==> config.mk <==
export PLATFORM = sky130hd
export DESIGN_NAME = rom_load_sequencer
export DESIGN_NICKNAME = d
export VERILOG_FILES = /design/src/rtl/calipso_loader_pkg.sv /design/src/rtl/rom_region_decode.sv /design/src/rtl/rom_load_sequencer.sv
export SDC_FILE = /design/constraint.sdc
export NUM_CORES = 1
export LEC_CHECK = 0
export BUFFER_PORTS_ARGS = -buffer_cell sky130_fd_sc_hd__buf_2
export CAP_MARGIN = 0
export CORE_MARGIN = 10
export CORE_UTILIZATION = 51
export CTS_CLUSTER_DIAMETER = 50
export CTS_CLUSTER_SIZE = 10
export DETAILED_ROUTE_END_ITERATION = 8
export GPL_TIMING_DRIVEN = 0
export PLACE_DENSITY = 0.78
export SKIP_CTS_REPAIR_TIMING = 1
export SLEW_MARGIN = 20
export SYNTH_ARGS = -nofsm -noshare
export SYNTH_HDL_FRONTEND = slang
export SYNTH_SLANG_ARGS = --single-unit
==> constraint.sdc <==
create_clock -name clk -period 3.6 [get_ports clk]
set_clock_uncertainty 0.1 [all_clocks]
set_input_delay 0.54 -clock clk [delete_from_list [all_inputs] [get_ports clk]]
set_output_delay 0.54 -clock clk [all_outputs]
set_load 0.005 [all_outputs]
==> src/rtl/calipso_loader_pkg.sv <==
// Shared types and the ROM region map for the Calipso ROM download path.
package calipso_loader_pkg;

  localparam int NREG = 4;

  typedef enum logic [2:0] {
    S_BOOT,
    S_LOAD,
    S_WRITE,
    S_HOLD,
    S_RUN
  } state_t;

  typedef enum logic [1:0] {
    R_CPU,
    R_SND,
    R_GFX,
    R_PROM
  } region_t;

  // Inclusive byte ranges; entry index equals region_t value.
  localparam logic [NREG-1:0][24:0] REGION_BASE = {25'h08000, 25'h07000, 25'h06000, 25'h00000};
  localparam logic [NREG-1:0][24:0] REGION_LAST = {25'h0801F, 25'h07FFF, 25'h06FFF, 25'h05FFF};

endpackage

==> src/rtl/rom_region_decode.sv <==
// Combinational download-address decoder: region hit, one-hot write select and
// region-relative byte address.
module rom_region_decode
  import calipso_loader_pkg::*;
#(
  parameter int AW = 16
) (
  input  logic [24:0]     addr_i,
  output logic            hit_o,
  output logic [NREG-1:0] we_o,
  output logic [AW-1:0]   rel_o
);

  localparam int IW = (NREG > 1) ? $clog2(NREG) : 1;

  always_comb begin
    hit_o = 1'b0;
    we_o  = '0;
    rel_o = '0;
    for (int i = 0; i < NREG; i++) begin
      if (addr_i >= REGION_BASE[i[IW-1:0]] && addr_i <= REGION_LAST[i[IW-1:0]]) begin
        hit_o             = 1'b1;
        we_o[i[IW-1:0]]   = 1'b1;
        rel_o             = AW'(addr_i - REGION_BASE[i[IW-1:0]]);
      end
    end
  end

endmodule

==> src/rtl/rom_load_sequencer.sv <==
// Sequences the HPS ioctl ROM download onto one shared req/ack ROM write port.
// Optional LOADER_CHECKSUM_EN adds chk_sum, a wrapping sum of accepted bytes.
module rom_load_sequencer
  import calipso_loader_pkg::*;
#(
  parameter int NREG        = calipso_loader_pkg::NREG,
  parameter int HOLD_CYCLES = 16,
  parameter int AW          = 16
) (
  input  logic            clk,
  input  logic            RESET,
  input  logic            ioctl_download,
  input  logic            ioctl_wr,
  input  logic [24:0]     ioctl_addr,
  input  logic [7:0]      ioctl_dout,
  output logic            ioctl_wait,
  output logic            rom_req,
  input  logic            rom_ack,
  output logic [NREG-1:0] rom_we,
  output logic [AW-1:0]   rom_addr,
  output logic [7:0]      rom_data,
  output logic            core_reset,
  output logic            load_done,
  output logic            err_drop
`ifdef LOADER_CHECKSUM_EN
  ,
  output logic [7:0]      chk_sum
`endif
);

  localparam int CW = (HOLD_CYCLES > 1) ? $clog2(HOLD_CYCLES) : 1;
  localparam logic [CW-1:0] HOLD_LOAD = CW'(HOLD_CYCLES - 1);

  state_t          state_q;
  logic [CW-1:0]   cnt_q;
  logic            req_q;
  logic            wait_q;
  logic [NREG-1:0] we_q;
  logic [AW-1:0]   addr_q;
  logic [7:0]      data_q;
  logic            core_rst_q;
  logic            done_q;
  logic            err_q;
`ifdef LOADER_CHECKSUM_EN
  logic [7:0]      chk_q;
`endif

  logic            dec_hit;
  logic [NREG-1:0] dec_we;
  logic [AW-1:0]   dec_rel;

  rom_region_decode #(
    .AW(AW)
  ) u_decode (
    .addr_i(ioctl_addr),
    .hit_o (dec_hit),
    .we_o  (dec_we),
    .rel_o (dec_rel)
  );

  always_ff @(posedge clk) begin
    if (RESET) begin
      state_q    <= S_BOOT;
      cnt_q      <= '0;
      req_q      <= 1'b0;
      wait_q     <= 1'b0;
      we_q       <= '0;
      addr_q     <= '0;
      data_q     <= '0;
      core_rst_q <= 1'b1;
      done_q     <= 1'b0;
      err_q      <= 1'b0;
`ifdef LOADER_CHECKSUM_EN
      chk_q      <= '0;
`endif
    end else begin
      case (state_q)
        S_BOOT: begin
          if (ioctl_download) begin
            state_q <= S_LOAD;
            err_q   <= 1'b0;
`ifdef LOADER_CHECKSUM_EN
            chk_q   <= '0;
`endif
          end
        end
        // A write takes priority over a falling download so the byte is never lost.
        S_LOAD: begin
          if (ioctl_wr) begin
            if (dec_hit) begin
              req_q   <= 1'b1;
              wait_q  <= 1'b1;
              we_q    <= dec_we;
              addr_q  <= dec_rel;
              data_q  <= ioctl_dout;
              state_q <= S_WRITE;
            end else begin
              err_q <= 1'b1;
            end
          end else if (!ioctl_download) begin
            state_q <= S_HOLD;
            cnt_q   <= HOLD_LOAD;
          end
        end
        S_WRITE: begin
          if (ioctl_wr) begin
            err_q <= 1'b1;
          end
          if (rom_ack) begin
            req_q  <= 1'b0;
            wait_q <= 1'b0;
            we_q   <= '0;
`ifdef LOADER_CHECKSUM_EN
            chk_q  <= chk_q + data_q;
`endif
            if (ioctl_download) begin
              state_q <= S_LOAD;
            end else begin
              state_q <= S_HOLD;
              cnt_q   <= HOLD_LOAD;
            end
          end
        end
        S_HOLD: begin
          if (ioctl_download) begin
            state_q <= S_LOAD;
            err_q   <= 1'b0;
`ifdef LOADER_CHECKSUM_EN
            chk_q   <= '0;
`endif
          end else if (cnt_q == '0) begin
            state_q    <= S_RUN;
            core_rst_q <= 1'b0;
            done_q     <= 1'b1;
          end else begin
            cnt_q <= cnt_q - 1'b1;
          end
        end
        S_RUN: begin
          if (ioctl_download) begin
            state_q    <= S_LOAD;
            core_rst_q <= 1'b1;
            err_q      <= 1'b0;
`ifdef LOADER_CHECKSUM_EN
            chk_q      <= '0;
`endif
          end
        end
        default: state_q <= S_BOOT;
      endcase
    end
  end

  assign ioctl_wait = wait_q;
  assign rom_req    = req_q;
  assign rom_we     = we_q;
  assign rom_addr   = addr_q;
  assign rom_data   = data_q;
  assign core_reset = core_rst_q;
  assign load_done  = done_q;
  assign err_drop   = err_q;
`ifdef LOADER_CHECKSUM_EN
  assign chk_sum    = chk_q;
`endif

endmodule

==> results by group <==
Floorplanning
  – IO Pins: around 70
  – Row Count: 23
  – Die X: about 85 um
  – Die height: approximately 85 um
  – Total Die Area: between 0.007 and 0.008 mm^2
  – Starting density of the core: 53.8%
  – Core area: about 0.004 mm^2

Synthesis
  – Synth warn: 0
  – Ranking of synthesized cells by area: dfxtp_1 (36%), nand2_1 (10%), a21oi_1 (6.9%), ha_1 (5.2%), a21oi_2 (3.2%)
  – Library cells used by synthesis: 50
  – Synth top area share: a little over a third
  – Post-synth top cells: nand2_1 (59), dfxtp_1 (39), a21oi_1 (30)
  – Netlist Area Pre-Place: approximately 0.0022 mm^2
  – Ys flop type: dfxtp_1
  – Async SR Flop Fraction: 0%
  – Yosys reg bits: 39
  – Register area share after synthesis: a little over a third
  – Post-synth top area cell: dfxtp_1
  – Net Count, Synth: around 320
  – Cell count after synthesis: 272
  – Number of synthesized flops with an enable pin: 0
  – Syn avg cell area: between 8 and 9 um^2
  – Top-count cell post-synth: nand2_1

Worst setup path
  – Critical Path Fanout Max: 10
  – R2R Path Start: state_q[2]
  – RR Endpoint: state_q[1]
  – Reg2reg path depth: 8
  – Worst setup EP type: flip-flop
  – Critical path class: input port to flip-flop
  – Flop-to-flop setup slack: around 1.3 ns
  – CP startpoint kind: input port
  – Req. time, crit path: approximately 3.7 ns
  – Crit path launch: ioctl_addr[12]
  – Critical Path AT: 2.84 ns

Global routing
  – First-pass GRT wire length: 9.85 mm
  – Largest net degree at the start of global routing: 12
  – Grt ovf: 0
  – Total global-route track usage: between 10% and 20%
  – Vias in the first global route: between 2k and 2.5k
  – Initial antenna violation count: 0

Place
  – Post-DP HPWL: between 4 and 5 mm
  – Placer Congestion: around 0.84
  – Placed Area: ~0.0026 mm^2
  – I/O Buffers: a little under 70

Timing
  – RSZ-0062 raised after global routing: no
  – Worst-Margin Slew: about 0.66 ns
  – # setup viols final: 0
  – Slew Viols, Final: 0
  – Rel. slew slack: between 50 and 60%
  – Fin. Hold Viols: 0
  – Fin crit share: about 77%
  – Fmax: between 0.3 and 0.4 GHz
  – Minimum clock period: 2.78 ns
  – Setup_tns: 0 ns

Pwr
  – Combinational share of power: between 10% and 20%
  – Pint: roughly 670 uW
  – Sequential share of power: 49.4%
  – Sw Share: about a quarter
  – Power per cell area: 337 mW/mm^2
  – Static Leak: between 0.001 and 0.0015 uW
  – Net Switching: approximately 240 uW
  – Max VDD drop: approximately 0.00017 V
  – Clk pwr share: between 30 and 40%

Finish
  – Post-layout nets: around 390
  – # fillers: between 300 and 400
  – Area Growth Syn to Fin: 23.0%
  – Fin util: roughly two thirds
  – Ratio of cells with drive above 1 in the final layout: about 29%
  – # diodes: 0
  – Design area: around 0.0027 mm^2

Detailed routing
  – Drt wl/cell: about 15 um
  – Total wire length: 5.88 mm
  – Initial DRC Count: ~150
  – Drt first pass iters: 4
  – DR DRC count: 0
  – Routed vias/inst: between 5 and 6
  – Vias: 2,193
  – Post-route ant nets: 0

Clock tree
  – Clock sink count: 39
  – CTS tree: done
  – Clk_lat worst skew: 0.29 ns
  – CTS buffer count: 5
  – Clock transition at path regs: 0.07 ns
  – Longest Clk Path Bufs: 2
  – Root Buffer: clkbuf_8
  – CTS HTree Levels: 2

Min path
  – Hold Crit Class: flip-flop to flip-flop
  – Hold-critical path depth: 2
  – WHS Endpoint: load_done
  – Hold_sp: load_done

Status
  – Outcome: complete, no violations

Run
  – Maxcap violations: 0
==> area by class of cell <==
cell class	instances	area (um^2)	area share (%)
Sequential cell	39	781	29.1
Tap cell	50	62.6	2.33
Multi-Input combinational cell	207	1270	47.2
Timing Repair Buffer	68	340	12.7
Buffer	17	101	3.77
Inverter	9	33.8	1.26
Clock buffer	8	100	3.73
==> worst max-delay path, stage by stage <==
cell and delay [ns]:
buf_2 0.12, clkbuf_1 0.18, inv_1 0.15, ha_1 0.17, nand2_1 0.05, or4_4 0.43
a311oi_4 0.40, nor3_2 0.12, o211a_1 0.26, buf_6 0.15, buf_6 0.14, nand2_1 0.08
a21oi_2 0.05
==> routing by layer <==
layer / track usage (%) / vias up / part of all wire (%)
met5: 0 / - / 0
met4: 5.69 / 0 / 1.4
met3: 6.79 / 7 / 9.2
met2: 24.3 / 75 / 45
met1: 19.8 / 992 / 44
li1: - / 1119 / -
==> registers in the layout, summed over array words and instances (netlist names) <==
signal      cells
cnt_q           4
core_reset      1
err_drop        1
ioctl_wait      1
load_done       1
rom_addr       16
rom_data        8
rom_we          4
state_q         3
==> cell usage in the layout, fill, tap and decap left out, types with 7 or more instances in the layout <==
master     n
clkbuf_1   9
nor2_1    14
inv_1      9
ha_1       9
a21oi_1   30
clkbuf_8   7
o21ai_0    8
nand2_1   59
nor3_1     9
buf_2     71
a21oi_2    8
nand3_1    7
dfxtp_1   39
==> cell families after synthesis <==
family	after synthesis	share of synthesized area, %
fa+ha+maj	9	5.16
buf+inv	26	6.19
mux	1	0.458
compound gates	72	24.4
simple gates	125	28.0
flops	39	35.8
==> per-stage QoR <==
step / cells / total power [uW] / setup WS [ns] / hold slack, ns
after global placement: 390 / 585 / 0.554 / 0.332
after detailed placement: 390 / 588 / 0.568 / 0.337
after floorplan: 272 / 537 / 0.918 / 0.342
after CTS: 398 / 911 / 0.848 / 0.348
final: 398 / 906 / 0.820 / 0.344
after global routing: 398 / 944 / 0.690 / 0.370
==> power by group through the flow <==
stage,clock [uW],combinational [uW],sequential [uW]
detailed placement,0,130,458
CTS,332,131,448
finish,325,133,448
global route,346,149,449
global placement,0,127,458
floorplan,0,80.9,457
==> how the worst max path moves through the flow <==
| stage | end | slack (ns) | cells past startpoint |
|---|---|---|---|
| after floorplan | rom_addr[0] | 0.92 | 12 |
| after global placement | rom_addr[3] | 0.55 | 13 |
| after detailed placement | rom_data[4] | 0.57 | 13 |
| after CTS | rom_addr[1] | 0.85 | 13 |
| after global routing | rom_addr[5] | 0.69 | 12 |
| final | rom_addr[1] | 0.82 | 13 |
Power figures use the tool's default switching activity.
